**config.mk**
```make
export PLATFORM = sky130hd
export DESIGN_NAME = reg_delay_pipe
export DESIGN_NICKNAME = d
export VERILOG_FILES = /design/src/rtl/reg_delay_pkg.sv /design/src/rtl/reg_delay_stage.sv /design/src/rtl/reg_delay_pipe.sv
export SDC_FILE = /design/constraint.sdc
export NUM_CORES = 1
export LEC_CHECK = 0
export BUFFER_PORTS_ARGS = -buffer_cell sky130_fd_sc_hd__clkbuf_2
export CORE_UTILIZATION = 45
export DETAILED_ROUTE_END_ITERATION = 8
export PLACE_DENSITY = 0.65
export SLEW_MARGIN = 10
export SYNTH_ARGS = -nofsm -noshare
export SYNTH_HDL_FRONTEND = slang
export SYNTH_HIERARCHICAL = 1
export SYNTH_SLANG_ARGS = --single-unit
```
**constraint.sdc**
```tcl
create_clock -name clk -period 2.4 [get_ports clk]
set_clock_uncertainty 0.15 [all_clocks]
set_input_delay 0.48 -clock clk [delete_from_list [all_inputs] [get_ports clk]]
set_output_delay 0.48 -clock clk [all_outputs]
set_load 0.1 [all_outputs]
```
**src/rtl/reg_delay_pkg.sv**
```systemverilog
// Shared constants and helpers for the configurable register delay pipe.
// Imported by reg_delay_stage and reg_delay_pipe.
package reg_delay_pkg;

    localparam int REG_DELAY_MAX_DEPTH = 16;
    localparam int REG_DELAY_DEF_WIDTH = 18;

    // Bits needed to count from 0 up to depth valid stages.
    function automatic int occ_width(input int depth);
        return $clog2(depth + 1);
    endfunction

endpackage

```
**src/rtl/reg_delay_stage.sv**
```systemverilog
// One pipe stage: data register plus valid flag.
// Data moves on en regardless of valid; flush only clears the flag.
module reg_delay_stage
    import reg_delay_pkg::*;
#(
    parameter int DATA_WIDTH = REG_DELAY_DEF_WIDTH
) (
    input  logic                  clk,
    input  logic                  rst_n,
    input  logic                  en,
    input  logic                  flush,
    input  logic                  in_valid,
    input  logic [DATA_WIDTH-1:0] in_data,
    output logic                  out_valid,
    output logic [DATA_WIDTH-1:0] out_data
);

    // Data register advances on enable, independent of valid.
    always_ff @(posedge clk or negedge rst_n) begin
        if (!rst_n) begin
            out_data <= '0;
        end else if (en) begin
            out_data <= in_data;
        end
    end

    // Valid flag: flush wins over enable.
    always_ff @(posedge clk or negedge rst_n) begin
        if (!rst_n) begin
            out_valid <= 1'b0;
        end else if (flush) begin
            out_valid <= 1'b0;
        end else if (en) begin
            out_valid <= in_valid;
        end
    end

endmodule

```
**src/rtl/reg_delay_pipe.sv**
```systemverilog
// Configurable DEPTH-stage register delay with valid, stall and flush.
// Define REG_DELAY_PIPE_OCC_EN to add the occupancy counter output.
module reg_delay_pipe
    import reg_delay_pkg::*;
#(
    parameter int DATA_WIDTH = REG_DELAY_DEF_WIDTH,
    parameter int DEPTH      = 3
) (
    input  logic                  clk,
    input  logic                  rst_n,
    input  logic                  en,
    input  logic                  flush,
    input  logic                  in_valid,
    input  logic [DATA_WIDTH-1:0] in_data,
    output logic                  out_valid,
    output logic [DATA_WIDTH-1:0] out_data
`ifdef REG_DELAY_PIPE_OCC_EN
    ,
    output logic [occ_width(DEPTH)-1:0] occupancy
`endif
);

    if (DEPTH < 1 || DEPTH > REG_DELAY_MAX_DEPTH) begin : g_bad_depth
        $error("reg_delay_pipe: DEPTH must be in 1..16");
    end

    logic [DEPTH:0]          vchain;
    logic [DATA_WIDTH-1:0]   dchain [DEPTH+1];

    assign vchain[0] = in_valid;
    assign dchain[0] = in_data;

    for (genvar k = 0; k < DEPTH; k++) begin : g_stage
        reg_delay_stage #(
            .DATA_WIDTH(DATA_WIDTH)
        ) u_stage (
            .clk      (clk),
            .rst_n    (rst_n),
            .en       (en),
            .flush    (flush),
            .in_valid (vchain[k]),
            .in_data  (dchain[k]),
            .out_valid(vchain[k+1]),
            .out_data (dchain[k+1])
        );
    end

    assign out_valid = vchain[DEPTH];
    assign out_data  = dchain[DEPTH];

`ifdef REG_DELAY_PIPE_OCC_EN
    localparam int OW = occ_width(DEPTH);

    logic [OW-1:0] occ_q;
    logic [OW-1:0] occ_d;

    // Entry adds one, exit from the last stage removes one.
    always_comb begin
        occ_d = occ_q;
        if (flush) begin
            occ_d = '0;
        end else if (en) begin
            occ_d = occ_q + OW'(in_valid) - OW'(vchain[DEPTH]);
        end
    end

    // Occupancy register.
    always_ff @(posedge clk or negedge rst_n) begin
        if (!rst_n) begin
            occ_q <= '0;
        end else begin
            occ_q <= occ_d;
        end
    end

    assign occupancy = occ_q;
`endif

endmodule

```
==> results_dict.tcl <==
set metrics [dict create \
    status "complete, no violations" \
    r2r_cells 1 \
    period_minus_slack_ps 1790 \
    die_area_sq_um 5330 \
    clk_pin_slew_ps 60 \
    hpwl_microns 2190 \
    clock_latency_ps 320 \
    power.density_nw_per_um2 1020 \
    wl_met2_microns 1630 \
    htreeDepth 3 \
    ys_ff_latch 57 \
    cts.root.buffer_cell "clkbuf_8" \
    hp-class "input pin to async pin" \
    initial_core_util_pct 47.5 \
    globalRouteOverflowTotal 0 \
    synth_top_cell_by_area "dfrtp_1" \
    final_common_cell "dfrtp_1" \
    grt.total_usage_pct 15.3 \
    routabilityCongestion 0.674 \
    dr.pass1.iters 6 \
    cts_sinks 57 \
    worstPathRequired_ps 1770 \
    top_layer "met4" \
    cts_resized 0 \
    syn_area_sq_um 2270 \
    wl_per_cell_microns 14.0 \
    stdcell_area_sq_um 2690 \
    viasPerCell 4.66 \
    max_stage_delay_ps 460 \
    syn_avg_cell_area_sq_um 18.5 \
    ctsLongestPathBuffers 2 \
    coreArea_sq_um 4790 \
    grt_max_degree 58 \
    ys_top_cells_by_area "dfrtp_1 63%, mux2_4 18%, mux2_2 13%" \
    grt_pass1_wl_microns 5800 \
    fmax_mhz 560 \
    cts_made_buffers 9 \
    drt-total-wl_microns 3380 \
    path_cells "clkbuf_2" \
    final-setup-viol-count 0 \
    tightest_slew_ps 629 \
    worst_r2r_startpoint "g_stage[0].u_stage/out_data[3]" \
    synth_nets 146 \
    antenna_found_initial 0 \
    report.final.hold_viol_count 0 \
    grt_pass1_vias 1214 \
    die_h_microns 73.0 \
    cts_tree "yes" \
    drv_slew 0 \
    drc_errors 0 \
    finalCritPeriodShare_pct 74.4 \
    end_kind "output port" \
    ant_nets 0 \
    cts_setup_buffers 0 \
    drv_cap 0 \
    fin_cells 242 \
    r2r_slack_ps 1470 \
    rows 25 \
    syn-instance-count 123 \
    irDropWorstVdd_uv 420 \
    pin_count 42 \
    placed_area_sq_um 2510 \
    ys_types 7 \
    cp-start-kind "flop" \
    critPathSlowestCell "clkbuf_2" \
    num_vias 1128 \
    port_buffers 41 \
    ys_seq_area_share_pct 62.8 \
    nets 194 \
    drtIter0Drc 47 \
    drive_gt1_share_pct 64.0 \
    dp.cells 227 \
    syn_to_final_growth_pct 18.3 \
    crit_arrival_ps 1160 \
    rr_endpoint "g_stage[1].u_stage/out_data[3]" \
    yosysTopAreaCellShare_pct 62.8 \
    routed-wl-met3_microns 221 \
    crit_path_max_fanout 2 \
    cts_hold_buf 0 \
    tns_ps 0 \
    path_class "flop to output port" \
    finalPower_mw 2.73 \
    max-slew-margin-rel_pct 58.1 \
    worst-path-buf-inv 1 \
    die_x_microns 73.0 \
    cpLargestDelayFamily "buffers and inverters" \
    diodes 0 \
    final_cell_mix "57 x dfrtp_1, 40 x clkbuf_2, 27 x mux2_4, 27 x mux2_2, 12 x clkbuf_8" \
    p_leak_nw 1.31 \
    yosys_warnings 6 \
    drt-met1-wl_microns 1520 \
    rsz0062_at_grt "no" \
]
-- metal layers --
metal	global-route usage [%]	vias to the layer above
met5	0	-
met4	6.54	0
met3	8.56	2
met2	22.3	31
met1	18.6	567
li1	-	528
-- power breakdown --
group / leakage [nW] / switching, mW / internal, mW
clock: 0.0980 / 0.339 / 0.447
sequential: 0.674 / 0.0757 / 1.10
combinational: 0.541 / 0.557 / 0.210
-- through the flow --
stage | hold WS [ps] | utilization (%) | setup WS (ps)
global placement | 334 | 52.4 | 850
global route | 45.6 | 56.1 | 558
detailed placement | 341 | 52.4 | 813
floorplan | 34.4 | - | 872
finish | 14.5 | 56.1 | 613
CTS | 7.17 | 56.1 | 584
-- worst max-delay path by stage --
stage          cells past startpoint                             from  slack, ps                              to
2_1_floorplan                      0  g_stage[2].u_stage/out_data[10]        870                    out_data[10]
3_3_place_gp                       3                               en        850  g_stage[2].u_stage/out_data[4]
3_5_place_dp                       3                               en        810  g_stage[2].u_stage/out_data[1]
4_1_cts                            1   g_stage[2].u_stage/out_data[6]        580                     out_data[6]
5_1_grt                            1   g_stage[2].u_stage/out_data[6]        560                     out_data[6]
6_report                           1   g_stage[2].u_stage/out_data[6]        610                     out_data[6]
-- state kept, by name (all words and copies together) (netlist names) --
name / flops
g_stage.u_stage/out_data: 54
g_stage.u_stage/out_valid: 3
-- synthesized netlist by cell type --
master / n
dfrtp_1: 57
mux2_2: 27
mux2_4: 27
buf_12: 3
buf_6: 3
mux2i_1: 3
nor2_1: 3
-- cells by family after synthesis --
kind of cell / count (synthesis) / synth area share, %
simple gates: 3 / 0.496
mux: 57 / 32.6
flops: 57 / 62.8
buf+inv: 6 / 4.13
-- final cells by class --
cell class / count / area, sq um
timing repair buffer: 43 / 245
clock inverter: 3 / 15.0
sequential: 57 / 1430
multi-input combinational: 60 / 751
fill: 395 / 2100
tap: 67 / 83.8
clock buffer: 12 / 165
Note: power is estimated with default switching activity, not from simulation.
